==> config.mk <==
export PLATFORM = sky130hd
export DESIGN_NAME = dff_chain_sequencer
export DESIGN_NICKNAME = d
export VERILOG_FILES = /design/src/rtl/dff_chain_pkg.sv /design/src/rtl/dff_chain_bit_counter.sv /design/src/rtl/dff_chain_sequencer.sv
export SDC_FILE = /design/constraint.sdc
export NUM_CORES = 1
export LEC_CHECK = 0
export CAP_MARGIN = 20
export CORE_MARGIN = 2
export CORE_UTILIZATION = 35
export CTS_BUF_LIST = sky130_fd_sc_hd__clkbuf_8
export DETAILED_ROUTE_END_ITERATION = 8
export GPL_ROUTABILITY_DRIVEN = 0
export HOLD_SLACK_MARGIN = 0.02
export PLACE_DENSITY = 0.68
export SYNTH_ARGS = -nofsm -noshare
export SYNTH_HDL_FRONTEND = slang
export SYNTH_SLANG_ARGS = --single-unit
==> constraint.sdc <==
create_clock -name Clock -period 3.3 [get_ports Clock]
set_input_delay 0.825 -clock Clock [delete_from_list [all_inputs] [get_ports Clock]]
set_output_delay 0.825 -clock Clock [all_outputs]
set_load 0.005 [all_outputs]
==> src/rtl/dff_chain_pkg.sv <==
// rtl/dff_chain_pkg.sv - shared FSM encoding and command codes for the DFF chain sequencer
package dff_chain_pkg;

  typedef enum logic [2:0] {
    ST_IDLE   = 3'd0,
    ST_SHIFT  = 3'd1,
    ST_PRESET = 3'd2,
    ST_CLEAR  = 3'd3,
    ST_DONE   = 3'd4
  } state_t;

  localparam logic [1:0] CMD_LOAD   = 2'b00;
  localparam logic [1:0] CMD_PRESET = 2'b01;
  localparam logic [1:0] CMD_CLEAR  = 2'b10;
  localparam logic [1:0] CMD_RSVD   = 2'b11;

  // Counter must hold WIDTH itself when the parity slot is enabled.
  function automatic int cnt_width(input int width);
    return $clog2(width + 1);
  endfunction

endpackage

==> src/rtl/dff_chain_bit_counter.sv <==
// rtl/dff_chain_bit_counter.sv - loadable up-counter with terminal-count flag, wraps to 0 after LAST
module dff_chain_bit_counter #(
  parameter int CNT_W = 4,
  parameter int LAST  = 7
) (
  input  logic             Clock,
  input  logic             Clear,
  input  logic             Load,
  input  logic [CNT_W-1:0] Load_Value,
  input  logic             Enable,
  output logic [CNT_W-1:0] Count,
  output logic             Terminal
);

  localparam logic [CNT_W-1:0] LAST_V = CNT_W'(LAST);

  assign Terminal = (Count == LAST_V);

  always_ff @(posedge Clock or posedge Clear) begin
    if (Clear) begin
      Count <= '0;
    end else if (Load) begin
      Count <= Load_Value;
    end else if (Enable) begin
      Count <= Terminal ? '0 : Count + CNT_W'(1);
    end
  end

endmodule

==> src/rtl/dff_chain_sequencer.sv <==
// rtl/dff_chain_sequencer.sv - command FSM driving serial load, preset and clear of a DFF chain
// Optional even-parity trailer bit enabled by defining DFF_CHAIN_PARITY_EN.
module dff_chain_sequencer
  import dff_chain_pkg::*;
#(
  parameter int WIDTH = 8
) (
  input  logic             Clock,
  input  logic             Clear,
  input  logic             In_Valid,
  output logic             In_Ready,
  input  logic [1:0]       Cmd,
  input  logic [WIDTH-1:0] In_Data,
  output logic             Ser_D,
  output logic             Shift_En,
  output logic             Bank_Preset,
  output logic             Bank_Clear,
  output logic             Busy,
  output logic             Done,
  output logic             Err
);

  localparam int CNT_W = cnt_width(WIDTH);
`ifdef DFF_CHAIN_PARITY_EN
  localparam int LAST = WIDTH;
`else
  localparam int LAST = WIDTH - 1;
`endif

  state_t           state_q;
  logic [1:0]       cmd_q;
  logic [WIDTH-1:0] data_q;
  logic [CNT_W-1:0] bit_cnt;
  logic             bit_tc;
  logic             accept;
  logic [WIDTH-1:0] bit_mask;
  logic             ser_bit;

  assign accept = In_Valid && In_Ready;

  dff_chain_bit_counter #(
    .CNT_W (CNT_W),
    .LAST  (LAST)
  ) u_bit_counter (
    .Clock      (Clock),
    .Clear      (Clear),
    .Load       (accept),
    .Load_Value ('0),
    .Enable     (state_q == ST_SHIFT),
    .Count      (bit_cnt),
    .Terminal   (bit_tc)
  );

  always_ff @(posedge Clock or posedge Clear) begin
    if (Clear) begin
      state_q <= ST_IDLE;
      cmd_q   <= CMD_LOAD;
      data_q  <= '0;
    end else begin
      case (state_q)
        ST_IDLE: begin
          if (accept) begin
            cmd_q  <= Cmd;
            data_q <= In_Data;
            case (Cmd)
              CMD_LOAD:   state_q <= ST_SHIFT;
              CMD_PRESET: state_q <= ST_PRESET;
              CMD_CLEAR:  state_q <= ST_CLEAR;
              default:    state_q <= ST_DONE;
            endcase
          end
        end
        ST_SHIFT:  if (bit_tc) state_q <= ST_DONE;
        ST_PRESET: state_q <= ST_DONE;
        ST_CLEAR:  state_q <= ST_DONE;
        ST_DONE:   state_q <= ST_IDLE;
        default:   state_q <= ST_IDLE;
      endcase
    end
  end

  // Mask select keeps every captured bit in use; mask is zero in the parity slot.
  assign bit_mask = WIDTH'(1) << bit_cnt;
`ifdef DFF_CHAIN_PARITY_EN
  assign ser_bit = (bit_cnt == CNT_W'(WIDTH)) ? ^data_q : |(data_q & bit_mask);
`else
  assign ser_bit = |(data_q & bit_mask);
`endif

  assign In_Ready    = (state_q == ST_IDLE) && !Clear;
  assign Busy        = (state_q != ST_IDLE);
  assign Shift_En    = (state_q == ST_SHIFT);
  assign Ser_D       = (state_q == ST_SHIFT) && ser_bit;
  assign Bank_Preset = (state_q == ST_PRESET);
  assign Bank_Clear  = (state_q == ST_CLEAR);
  assign Done        = (state_q == ST_DONE);
  assign Err         = (state_q == ST_DONE) && (cmd_q == CMD_RSVD);

endmodule

---- After elaboration in Yosys (flattened, before gate mapping) ----
Cells that the tools add are included.
word-level totals
  bits in registers ....................... 17
  input port bits ......................... 13
operators by class
  mux-type cells .......................... 7
  equality and inequality tests ........... 10
  bitwise gates (word level) .............. 1
  shifts and indexed selects .............. 1
  add/subtract/negate cells ............... 1
  reduce and logical (&&, ||, !) cells .... 13
operators by type and width
  operator             number
  $pmux 3 s3           2
  $mux 4               3
  $and 8x8->8          1
  $reduce_or 8->1      1
  $shl 1x4->8 const A  1
  $eq 3x2->1 const B   2
  $mux 3               2
  $add 4x1->4 const B  1
  $eq 2x2->1 const B   2
  $eq 4x3->1 const B   1
  $logic_and 1x1->1    4
  $reduce_and 2->1     2
  $eq 3x1->1 const B   1
  $eq 3x3->1 const B   1
  $logic_not 3->1      1
  $reduce_bool 3->1    1
  $eq 2x1->1 const B   1
  $logic_not 2->1      1
  $ne 2x1->1 const B   1
  $ne 2x2->1 const B   1
  $reduce_bool 2->1    1
  $reduce_or 2->1      1
  $logic_not 1->1      1

---- Longest topological paths before layout ----
  depth after elaboration ................. 5
  depth in mapped cells ................... 5

---- Hierarchy ----
A second synthesis with hierarchy kept.
unflattened totals
  cell total of the unflattened synthesis .. 77
  area, all modules ....................... 935.9 um^2
modules (own cells, without submodules)
  module                 area each (um^2)  sequential area each (um^2)  cells each  instances
  dff_chain_sequencer    713.2             325.3                        54          1
  dff_chain_bit_counter  222.7             100.1                        23          1

---- Worst setup path after synthesis ----
No wires, ideal clock.
  kind .................................... flip-flop to output port
  start ................................... register u_bit_counter.Count[0]
  end ..................................... output Ser_D
  stages on the path, launching flop included .. 6
  required time ........................... 2.475 ns
  data arrival time ....................... 1.194 ns
  slack ................................... 1.281 ns
  path through ............................ dfrtp_1 > inv_1 > ha_1 > a22oi_1 > a32o_1 > a211oi_1
between the ends
  word-level cells in the longest chain between the ends .. 4
RTL lines
  what                    RTL line                     text
  from (decl)             dff_chain_bit_counter.sv:11  output logic [CNT_W-1:0] Count,
  from (signal assigned)  dff_chain_bit_counter.sv:23  Count <= Load_Value;
  from (signal assigned)  dff_chain_bit_counter.sv:25  Count <= Terminal ? '0 : Count + CNT_W'(1);
  $shl 1x4->8             dff_chain_sequencer.sv:83    assign bit_mask = WIDTH'(1) << bit_cnt;
  $and 8x8->8             dff_chain_sequencer.sv:87    assign ser_bit = |(data_q & bit_mask);
  $reduce_or 8->1         dff_chain_sequencer.sv:87
  $logic_and 1x1->1       dff_chain_sequencer.sv:93    assign Ser_D = (state_q == ST_SHIFT) && ser_bit;
  to (decl)               dff_chain_sequencer.sv:14    output logic Ser_D,
Every way passes these cells.

---- Worst setup path after layout ----
Ends and elaborated chain as after synthesis.

==> results.md <==
* Status: finished, final reports clean
* Crit-path max FO at 5
* Drc violations at 0
* Final Hold Viols at 0
* Slew Limit Fails at 0
* Post-DP Area at about 0.0012 mm²
* EDFF count, synth at 0
* PortBufs at 20
* Synth Net Count at roughly 110
* CP Capture Type: output port
* Total clock sinks at 17
* Setup TNS at 0 ps
* Synthesized flop and latch total at 17
* Via Count at just over 700
* Routed wire per std cell at roughly 13 µm
* Post-DP HPWL at roughly 1400 µm
* Count of different cell masters after synthesis at 27
* Cts bufs inserted at 3
* GR Util All Layers at 13.4%
* Crit path DAT at 2080 ps
* Cell Chain, Critical Path: inv_1, ha_1, a22oi_1, a32o_1, a211oi_1, clkdlybuf4s50_1
* Final Non-Filler Cells at approximately 140
* Post-synthesis cell area at 942 µm²
* DR vias/cell at approximately 5.3
* Actual slew at the worst max-slew pin at 632 ps
* Total die area at 0.00312 mm²
* Worst hold path class: reg2reg
* Syn-to-layout area delta at 29.6%
* Worst path slowest cell: clkdlybuf4s50_1
* Total wire length at between 1500 and 2000 µm
* Syn Inst Count at 83
* Crit-path max cell delay at approximately 540 ps
* Hold Buf Count CTS at 0
* Final setup fails at 0
* Worst setup SP type: flip-flop
* Share of cells above drive strength 1 at about an eighth
* P_leak at roughly 0.00056 µW
* Avg Synthesized Cell Area at roughly 11 µm²
* Grt total ovfl at 0
* WS Path Type: reg2out
* CTS max path bufs at 2
* Die H at approximately 56 µm
* Max cap viols at 0
* Worst VDD drop at 0.429 mV
* RSZ-0062 raised after global routing: false
* Max Freq at 344 MHz
* CTS tree: built
* H-tree lvl count at 1
* Async SR Flop Fraction at 100%
* Root Driver: clkbuf_8
* Period minus WS final at roughly 2900 ps
* Drt first-iter violations at 15
* WP buf/inv at 2
* First-pass GRT wire length at ~3300 µm
* Die Width at 55.9 µm
* CP delay by family, top: buffers and inverters
* # diodes at 0
* Cells resized by post-CTS repair at 0
* Row cnt at 18
* Fin crit share at 88.0%
* Yosys Warn Count at 0
* Initial DRT Pass Iterations at 6
* Antenna Violating Nets Remaining at 0
* Power density cells at 785 mW/mm²
* Placed insts at 133
* Clock-pin slew on the worst setup and hold paths at around 70 ps
* Overall power at between 900 and 1000 µW
* Core Footprint at about 0.0025 mm²
* Register area share after synthesis at 45.2%
* CP required at approximately 2500 ps
* Final Cell Area at around 0.0012 mm²
* Largest net degree at the start of global routing at 18
* Vias in the first global route at 752
* Antenna violations before repair at 0
* Final nets at 130
* Initial core utilization at around 37%
* I/O Pins at 21
* Worst skew pair latency at roughly 250 ps
* Post-CTS Setup Inserts at 0
* Slew HR at 57.8%
* Clock Skew at roughly 4.0 ps
* Main synth FF type: dfrtp_1
## kinds of logic after synthesis
logic type | after synthesis | share of synthesized area, %
simple gates | 20 | 14.2
flops | 17 | 45.2
fa+ha+maj | 9 | 12.0
xor+xnor | 1 | 0.930
buf+inv | 10 | 4.78
mux | 9 | 10.6
compound gates | 17 | 12.4
## path summary, 6_finish.rpt
path,depth (start not counted),endpoint,startpoint,slack [ps]
min in group asynchronous,2,data_q[5],Clear,1010
max reg2reg,3,data_q[4],state_q[0],1610
max in group asynchronous,2,u_bit_counter.Count[3],Clear,1880
min reg2reg,1,data_q[7],data_q[7],510
max,6,Ser_D,u_bit_counter.Count[0],400
min,1,data_q[7],data_q[7],510
## layout by cell type (no fill, tap or decap)
| cell | instances |
|---|---|
| a211oi_1 | 1 |
| ha_1 | 9 |
| a21o_1 | 2 |
| o21ai_0 | 6 |
| buf_4 | 1 |
| mux2_2 | 8 |
| nand3_1 | 1 |
| and2_1 | 1 |
| and3_1 | 2 |
| a21oi_1 | 1 |
| xor2_1 | 1 |
| or2_0 | 1 |
| nand2_1 | 2 |
| clkdlybuf4s50_1 | 20 |
| clkbuf_8 | 3 |
| dfrtp_1 | 17 |
| nor3b_1 | 4 |
| mux2i_1 | 1 |
| nor2_1 | 3 |
| a22oi_1 | 3 |
| a32o_1 | 1 |
| nor3_1 | 2 |
| inv_1 | 10 |
| nor2_8 | 1 |
| o2bb2ai_1 | 2 |
| or2b_4 | 1 |
| or3_1 | 1 |
| a211o_1 | 1 |
| nand3b_1 | 1 |
## Yosys cell counts (2+ instances only)
| master | count | area [µm²] |
|---|---|---|
| a22oi_1 | 3 | 22.5 |
| nor3_1 | 2 | 10.0 |
| and3_1 | 2 | 12.5 |
| mux2_2 | 8 | 90.1 |
| inv_1 | 9 | 33.8 |
| o2bb2ai_1 | 2 | 17.5 |
| ha_1 | 9 | 113 |
| o21ai_0 | 6 | 30.0 |
| nor3b_1 | 4 | 30.0 |
| nor2_1 | 3 | 11.3 |
| nand2_1 | 2 | 7.51 |
| dfrtp_1 | 17 | 425 |
| a21o_1 | 2 | 15.0 |
## stage by stage
| stage | util (%) | hold WS (ps) | worst slack [ps] |
|---|---|---|---|
| after floorplan | - | 463 | 1280 |
| after global placement | 46.6 | 490 | 600 |
| after detailed placement | 46.6 | 500 | 573 |
| after CTS | 48.4 | 515 | 400 |
| after global routing | 48.4 | 527 | 272 |
| final | 48.4 | 512 | 397 |
## worst reg2reg max path: stages (launching register included)
cell	delay (ps)
dfrtp_1	430
or3_1	550
nor2_8	250
mux2_2	360
## per-layer routing
layer	routed length (µm)	GRT usage, %	up-vias
met5	0	0	-
met4	23	6.12	0
met3	62	2.56	5
met2	920	21.8	21
met1	773	17.1	353
li1	-	-	343
## sequential cells by signal, summed over array words and instances (netlist names)
name / count
data_q: 8
u_bit_counter.Count: 4
state_q: 3
cmd_q: 2
## final cells by class
type | instances | area [µm²]
clock buffer | 3 | 41.3
clock inverter | 1 | 3.75
fill | 247 | 1300
inverter | 9 | 33.8
multi-input combinational | 56 | 472
sequential | 17 | 425
tap | 30 | 37.5
timing repair buffer | 21 | 208
## where the power goes
group          switching [µW]  total [µW]  internal [µW]
registers                83.6         387            304
logic                     187         421            234
clock network            68.6         151           82.5
Power figures use the tool's default switching activity.
